$ cat config.mk
export PLATFORM = sky130hd
export DESIGN_NAME = ssd_scan_ctrl_flat
export DESIGN_NICKNAME = d
export VERILOG_FILES = /design/src/rtl/ssd_pkg.sv /design/src/rtl/ssd_scan_ctrl_if.sv /design/src/rtl/ssd_pwm.sv /design/src/rtl/ssd_scan_ctrl.sv /design/src/flat_wrapper.sv
export SDC_FILE = /design/constraint.sdc
export NUM_CORES = 1
export LEC_CHECK = 0
export ABC_AREA = 1
export CAP_MARGIN = 20
export CORE_MARGIN = 2
export CORE_UTILIZATION = 35
export CTS_CLUSTER_DIAMETER = 40
export CTS_CLUSTER_SIZE = 40
export DETAILED_ROUTE_END_ITERATION = 8
export PLACE_DENSITY = 0.59
export SYNTH_ARGS = -nofsm -noshare
export SYNTH_HDL_FRONTEND = slang
export SYNTH_HIERARCHICAL = 1
export SYNTH_SLANG_ARGS = --single-unit
export TNS_END_PERCENT = 1
$ cat constraint.sdc
create_clock -name clk_i -period 4 [get_ports clk_i]
set_clock_uncertainty 0.2 [all_clocks]
set_input_delay 0.8 -clock clk_i [delete_from_list [all_inputs] [get_ports clk_i]]
set_output_delay 0.8 -clock clk_i [all_outputs]
set_load 0.1 [all_outputs]
$ cat src/rtl/ssd_pkg.sv
// Shared types and helpers for the 2-digit 7-segment scan scheduler.
//   state_e      : scan FSM states (right dead/on, left dead/on)
//   dwell_cycles : per-digit slot length in system clocks
//   DIGIT_W/VALUE_W/BRIGHT_W : payload widths
package ssd_pkg;

    localparam int unsigned DIGIT_W  = 4;
    localparam int unsigned VALUE_W  = 2 * DIGIT_W;
    localparam int unsigned BRIGHT_W = 3;

    typedef enum logic [1:0] {
        R_DEAD = 2'd0,
        R_ON   = 2'd1,
        L_DEAD = 2'd2,
        L_ON   = 2'd3
    } state_e;

    // One full frame covers both digits, so each digit gets half of a frame period.
    function automatic int unsigned dwell_cycles(input int unsigned clk_hz,
                                                 input int unsigned scan_hz);
        return clk_hz / (2 * scan_hz);
    endfunction

endpackage

$ cat src/rtl/ssd_scan_ctrl_if.sv
// Display-value handshake between user logic (master) and the scan scheduler (slave).
//   value : [7:4] left digit, [3:0] right digit
//   valid : value is valid
//   ready : scheduler can accept; transfer when valid & ready
interface ssd_scan_ctrl_if;
    import ssd_pkg::*;

    logic [VALUE_W-1:0] value;
    logic               valid;
    logic               ready;

    modport master (output value, output valid, input ready);
    modport slave  (input value, input valid, output ready);

endinterface

$ cat src/rtl/ssd_pwm.sv
// Brightness PWM for the ON slots: 3-bit counter plus duty compare.
//   clk_i, reset_i : clock, synchronous active-high reset
//   clear_i        : restart the counter at 0 on the next edge (ON-slot entry)
//   brightness_i   : duty select, 0 = 1/8 .. 7 = 8/8
//   on_o           : lookahead compare for the count loaded at the next edge,
//                    so the parent can register it alongside its state
module ssd_pwm
    import ssd_pkg::*;
(
    input  logic                clk_i,
    input  logic                reset_i,
    input  logic                clear_i,
    input  logic [BRIGHT_W-1:0] brightness_i,
    output logic                on_o
);

    logic [BRIGHT_W-1:0] cnt_q;
    logic [BRIGHT_W-1:0] cnt_d;

    // Next count and its duty compare.
    always_comb begin
        cnt_d = cnt_q + BRIGHT_W'(1);
        if (clear_i) begin
            cnt_d = '0;
        end
        on_o = (cnt_d <= brightness_i);
    end

    always_ff @(posedge clk_i) begin
        if (reset_i) begin
            cnt_q <= '0;
        end else begin
            cnt_q <= cnt_d;
        end
    end

endmodule

$ cat src/rtl/ssd_scan_ctrl.sv
// Scan scheduler for a 2-digit multiplexed 7-segment display.
// Alternates digits with a blanked dead time at the start of each slot,
// applies brightness PWM and optional leading-zero blanking, and commits
// new display values only at frame boundaries so the display never tears.
//   clk_i, reset_i  : clock, synchronous active-high reset
//   in_if           : value/valid/ready handshake (slave side)
//   brightness_i    : 0 = dimmest .. 7 = full on, sampled at frame boundary
//   left_digit_o    : committed left nibble
//   right_digit_o   : committed right nibble
//   digit_sel_o     : 0 = right digit active, 1 = left digit active
//   blank_o         : 1 = segments forced off
//   frame_o         : one-cycle pulse in the first cycle of each committed frame
module ssd_scan_ctrl
    import ssd_pkg::*;
#(
    parameter int unsigned clk_hz_p      = 12000000,
    parameter int unsigned scan_hz_p     = 100,
    parameter int unsigned dead_cycles_p = 64,
    parameter bit          suppress_lz_p = 1'b1
) (
    input  logic                 clk_i,
    input  logic                 reset_i,
    ssd_scan_ctrl_if.slave       in_if,
    input  logic [BRIGHT_W-1:0]  brightness_i,
    output logic [DIGIT_W-1:0]   left_digit_o,
    output logic [DIGIT_W-1:0]   right_digit_o,
    output logic                 digit_sel_o,
    output logic                 blank_o,
    output logic                 frame_o
);

    localparam int unsigned DWELL     = dwell_cycles(clk_hz_p, scan_hz_p);
    localparam int unsigned ON_CYCLES = DWELL - dead_cycles_p;
    localparam int unsigned SLOT_W    = (DWELL > 2) ? $clog2(DWELL) : 1;

    if (!(DWELL > dead_cycles_p + 1)) begin : g_bad_timing
        $error("ssd_scan_ctrl: dwell_cycles must exceed dead_cycles_p + 1");
    end

    state_e              state_q, state_d;
    logic [SLOT_W-1:0]   slot_q, slot_d;
    logic [VALUE_W-1:0]  pend_q, pend_d;
    logic                pend_full_q, pend_full_d;
    logic [VALUE_W-1:0]  shown_q, shown_d;
    logic [BRIGHT_W-1:0] bright_q, bright_d;
    logic                ready_q, ready_d;
    logic                sel_q, sel_d;
    logic                blank_q, blank_d;
    logic                frame_q, frame_d;

    logic                slot_last;
    logic                commit;
    logic                accept;
    logic                enter_on;
    logic                pwm_on;

    ssd_pwm u_pwm (
        .clk_i        (clk_i),
        .reset_i      (reset_i),
        .clear_i      (enter_on),
        .brightness_i (bright_d),
        .on_o         (pwm_on)
    );

    // Next-state, handshake, commit and registered-output lookahead.
    always_comb begin
        state_d     = state_q;
        slot_d      = slot_q + SLOT_W'(1);
        pend_d      = pend_q;
        pend_full_d = pend_full_q;
        shown_d     = shown_q;
        bright_d    = bright_q;
        frame_d     = 1'b0;
        sel_d       = 1'b0;
        blank_d     = 1'b1;
        enter_on    = 1'b0;

        if (state_q == R_DEAD || state_q == L_DEAD) begin
            slot_last = (slot_q == SLOT_W'(dead_cycles_p - 1));
        end else begin
            slot_last = (slot_q == SLOT_W'(ON_CYCLES - 1));
        end

        if (slot_last) begin
            slot_d = '0;
            unique case (state_q)
                R_DEAD:  state_d = R_ON;
                R_ON:    state_d = L_DEAD;
                L_DEAD:  state_d = L_ON;
                default: state_d = R_DEAD;
            endcase
        end

        commit   = (state_q == L_ON) && slot_last;
        accept   = in_if.valid && ready_q;
        enter_on = (state_d != state_q) && (state_d == R_ON || state_d == L_ON);

        // Commit only moves a full pending slot; accept only fills an empty one,
        // so the two never touch the same data in one cycle.
        if (commit) begin
            frame_d  = 1'b1;
            bright_d = brightness_i;
            if (pend_full_q) begin
                shown_d     = pend_q;
                pend_full_d = 1'b0;
            end
        end
        if (accept) begin
            pend_d      = in_if.value;
            pend_full_d = 1'b1;
        end

        ready_d = !pend_full_d;
        sel_d   = (state_d == L_DEAD) || (state_d == L_ON);

        unique case (state_d)
            R_ON:    blank_d = !pwm_on;
            L_ON:    blank_d = !pwm_on ||
                               (suppress_lz_p && (shown_d[VALUE_W-1 -: DIGIT_W] == '0));
            default: blank_d = 1'b1;
        endcase
    end

    always_ff @(posedge clk_i) begin
        if (reset_i) begin
            state_q     <= R_DEAD;
            slot_q      <= '0;
            pend_q      <= '0;
            pend_full_q <= 1'b0;
            shown_q     <= '0;
            bright_q    <= BRIGHT_W'(7);
            ready_q     <= 1'b1;
            sel_q       <= 1'b0;
            blank_q     <= 1'b1;
            frame_q     <= 1'b0;
        end else begin
            state_q     <= state_d;
            slot_q      <= slot_d;
            pend_q      <= pend_d;
            pend_full_q <= pend_full_d;
            shown_q     <= shown_d;
            bright_q    <= bright_d;
            ready_q     <= ready_d;
            sel_q       <= sel_d;
            blank_q     <= blank_d;
            frame_q     <= frame_d;
        end
    end

    assign in_if.ready   = ready_q;
    assign left_digit_o  = shown_q[VALUE_W-1 -: DIGIT_W];
    assign right_digit_o = shown_q[DIGIT_W-1:0];
    assign digit_sel_o   = sel_q;
    assign blank_o       = blank_q;
    assign frame_o       = frame_q;

endmodule
$ cat src/flat_wrapper.sv
// flat-port wrapper written by rule: the top's interface ports become plain ports
module ssd_scan_ctrl_flat import ssd_pkg::*;
#(
    parameter int unsigned clk_hz_p      = 12000000,
    parameter int unsigned scan_hz_p     = 100,
    parameter int unsigned dead_cycles_p = 64,
    parameter bit          suppress_lz_p = 1'b1
)
  (clk_i, reset_i, brightness_i, left_digit_o, right_digit_o, digit_sel_o, blank_o, frame_o, in_if_value, in_if_valid, in_if_ready);
  ssd_scan_ctrl_if in_if_i ();
  input  logic clk_i;
  input  logic reset_i;
  input  logic [BRIGHT_W-1:0] brightness_i;
  output logic [DIGIT_W-1:0] left_digit_o;
  output logic [DIGIT_W-1:0] right_digit_o;
  output logic digit_sel_o;
  output logic blank_o;
  output logic frame_o;
  input wire logic [$bits(in_if_i.value)-1:0] in_if_value;
  input wire logic [$bits(in_if_i.valid)-1:0] in_if_valid;
  output wire logic [$bits(in_if_i.ready)-1:0] in_if_ready;
  assign in_if_i.value = in_if_value;
  assign in_if_i.valid = in_if_valid;
  assign in_if_ready = in_if_i.ready;
  ssd_scan_ctrl #(.clk_hz_p(clk_hz_p), .scan_hz_p(scan_hz_p), .dead_cycles_p(dead_cycles_p), .suppress_lz_p(suppress_lz_p)) u_core (.clk_i(clk_i), .reset_i(reset_i), .in_if(in_if_i), .brightness_i(brightness_i), .left_digit_o(left_digit_o), .right_digit_o(right_digit_o), .digit_sel_o(digit_sel_o), .blank_o(blank_o), .frame_o(frame_o));
endmodule
==> results.md <==
* Status: complete, no violations
* Via count of the routed design at a little under 2000
* Net Sw Power at 0.1919 mW
* Initial antenna violation count at 0
* RR Endpoint: u_core/blank_o
* Worst skew pair latency at just under 0.3 ns
* Met3 WL at 173 um
* Logic pwr share at 7.6%
* Achievable Freq at ~0.32 GHz
* Final worst-path cycle share at 77.35%
* CTS tree: built
* Sw Ratio at a little under a quarter
* Hold Buf Count CTS at 0
* Post-synth cell types at 38
* Largest net degree at the start of global routing at 18
* Synth Register Bits at 45
* TritonCTS Sinks at 45
* Antenna cells at 0
* Most frequent CP cell: nand2_1
* Postcts setup bufs at 0
* Clock slew at reported path FFs at roughly 0.09 ns
* Ratio of cells with drive above 1 in the final layout at between 10% and 20%
* Cell internal pwr at 0.6100 mW
* Hold_sp: u_core/slot_q[0]
* Metal2 WL at 1.996 mm
* Largest area contributor in the netlist: dfxtp_1
* Pre-CTS setup slack at slightly above 0.9 ns
* Total Wirelength at approximately 4.5 mm
* CP cell instances: inv_2, nand2_1, nand3_1, a21oi_4, nand3_1, nand2_2, inv_2, nand2_1, nand3_1, nand2_1, inv_1, inv_1, nand2_1, nor2_1, ha_1, a21oi_1, nand2_1, nand2_1, nor3b_1, nand2_1
* WP data arrival at 3.09 ns
* Min-Delay Path Class: register to register
* First-pass GRT wire length at 7.914 mm
* Vias in the first global route at 1784
* H-tree Lvls at 2
* Worst R2R Setup Slack at 0.91 ns
* Pins Over Slew Limit at 0
* Inst Count DP at 414
* I/O pin count at 26
* CTS root buf: clkbuf_8
* Worst-path maximum fanout at 16
* # DRC at 0
* Synthesized instance count at 318
* Fin cells at 421
* Layout Nets at 366
* Syn_nets at 340
* Detailed router's first-iteration violation count at 100
* Ranking of synthesized cells by area: dfxtp_1 39%, nand2_1 12%, nor2_1 9.8%
* Path depth of the worst reg2reg path at 20
* CP max stage delay at 0.70 ns
* Worst setup EP type: register
* Initial Util at between 30% and 40%
* Startpoint Class: register
* Leak at 1.200 nW
* Worst Tran Pin Value at 0.9797 ns
* M1 WL at 2.314 mm
* WS Path Type: register to register
* Setup TNS at 0 ns
* Die H at 84.88 um
* Register share of total power at 58.6%
* Synthesized cell area at 2290 sq um
* Sequential share of the synthesized area at 39.34%
* CP required at 3.99 ns
* Post-route setup slack at 0.9058 ns
* Total grt overflow at 0
* Via-per-instance ratio at 4.665
* Die extent in x at 84.88 um
* Row count at 29
* Top layer in use: met4
* Pwr/cell area at 298.7 nW/um^2
* Initial DRT Pass Iterations at 4
* YS warnings at 6
* CTS buffer count at 5
* Slowest cell on crit path: dfxtp_1
* Max-cap viol count at 0
* Fill count at 658
* Clock power frac at 33.8%
* Worst hold slack at 0.2561 ns
* Setup-failing EPs final at 0
* GP Congestion at ~0.83
* Die area at approximately 7200 sq um
* CTS resizes at 0
* RSZ-0062 raised after global routing: no
* Final Hold Vio Count at 0
* Buf/Inv on CP at 4
* Port Buf Inserts at 25
* CP top delay family: simple AND/OR/NAND/NOR gates
* Share of the synthesized area in the top cell type at 39.34%
* Slew margin rel. at between 30% and 40%
* Final ANT Viol Nets at 0
* GRT Total Usage at between 10% and 20%
* Area Overhead vs Synth at 17.27%
* Hold Path Stages at 1
* Worst VDD drop at between 0.1 and 0.15 mV
* Hpwl dp at around 3.4 mm
* Buffer depth of the longest clock path at 2
* Syn Area/Cell at 7.200 sq um
* Hold EP: u_core/slot_q[0]
* Post-layout min period at just over 3 ns
* WL/cell at 10.79 um
* Reg2Reg Launch Point: u_core/state_q[0]
* Core area at about 6300 sq um
* Power Total at between 0.8 and 0.9 mW
==> cell type report <==
cell class / instances / area, sq um / area share (%)
timing repair buffer: 26 / 257.7 / 9.599
inverter: 39 / 156.4 / 5.825
sequential: 45 / 900.9 / 33.55
clock inverter: 1 / 8.758 / 0.3262
tap: 77 / 96.34 / 3.588
multi-input combinational: 227 / 1192 / 44.41
clock buffer: 6 / 72.57 / 2.703
==> layer usage <==
| layer | vias to the layer above | GRT usage, % |
|---|---|---|
| li1 | 1062 | - |
| met1 | 872 | 17.92 |
| met2 | 26 | 20.47 |
| met3 | 4 | 3.016 |
| met4 | 0 | 6.061 |
| met5 | - | 0 |
==> flip-flops by register name (all words and copies together) (netlist names), 2 cells and up <==
| signal | count |
|---|---|
| u_core/pend_q | 8 |
| u_core/u_pwm/cnt_q | 3 |
| u_core/state_q | 2 |
| u_core/slot_q | 16 |
| u_core/shown_q | 8 |
| u_core/bright_q | 3 |
==> power groups by stage <==
stage	clock, mW	sequential [mW]	combinational [mW]
global placement	0	0.480	0.0614
detailed placement	0	0.480	0.0622
global route	0.298	0.472	0.0700
floorplan	0	0.483	0.0359
finish	0.271	0.470	0.0613
CTS	0.283	0.470	0.0623
==> cell usage after synthesis <==
library cell and number:
inv_1 32, ha_1 8, nor3b_1 2, o21ai_0 12
nand3_4 1, a21oi_4 1, buf_2 5, a21oi_1 9
nand3_1 11, nand4_2 1, nand2_1 72, a211oi_1 1
or2_4 1, nand4_1 4, nor2_2 3, nand2_2 3
xor2_1 3, nor3_2 3, nand2_4 2, dfxtp_1 45
o211ai_1 1, nor3b_2 2, clkbuf_1 1, or2_2 1
nor3_4 1, o21ai_1 7, clkinv_4 2, nor3_1 7
nand3_2 1, nor4_1 1, inv_2 4, a31oi_1 2
buf_6 1, nor2_1 60, clkinv_1 1, mux2_2 2
nor2_4 2, and2_1 3
==> through the flow <==
step | area [sq um] | utilization (%)
2_1_floorplan | 2290 | -
3_3_place_gp | 2604 | 41.00
3_5_place_dp | 2604 | 41.00
4_1_cts | 2685 | 42.29
5_1_grt | 2685 | 42.29
6_report | 2685 | 42.29
==> how the worst max path moves through the flow <==
| stage | from | endpoint | cells after the start |
|---|---|---|---|
| after global placement | u_core/state_q[0] | u_core/blank_o | 20 |
| final | u_core/state_q[0] | u_core/blank_o | 20 |
| after floorplan | u_core/slot_q[0] | u_core/blank_o | 22 |
| after global routing | u_core/state_q[0] | u_core/blank_o | 20 |
| after CTS | u_core/state_q[0] | u_core/blank_o | 20 |
| after detailed placement | u_core/state_q[0] | u_core/blank_o | 20 |
==> cells in the final DEF, fill, tap and decap left out, types with 2 or more instances in the layout <==
cell	n
nor2_4	2
nand2_4	2
nand2_2	3
dfxtp_1	45
nand3_1	11
nor3b_2	2
nor3b_1	2
and2_1	3
nor3_2	3
nor2_2	3
nor3_1	7
inv_1	32
clkbuf_8	5
xor2_1	3
inv_2	4
nand4_1	4
a31oi_1	2
o21ai_1	7
clkdlybuf4s50_1	25
nand2_1	72
nor2_1	60
ha_1	8
o21ai_0	12
a21oi_1	9
clkinv_4	3
mux2_2	2
==> cells by family (layout without fill, tap and decap cells) <==
family                   count (synthesis)  count (layout)  share of synthesized area (%)
buffers and inverters                   46              72                          8.579
XOR/XNOR                                 3               3                          1.148
adder cells (fa/ha/maj)                  8               8                          4.372
AND/OR/NAND/NOR                        181             181                          37.54
flip-flops                              45              45                          39.34
multiplexers                             2               2                         0.9835
AO/OA/AOI/OAI                           33              33                          8.033
Power figures use the tool's default switching activity.
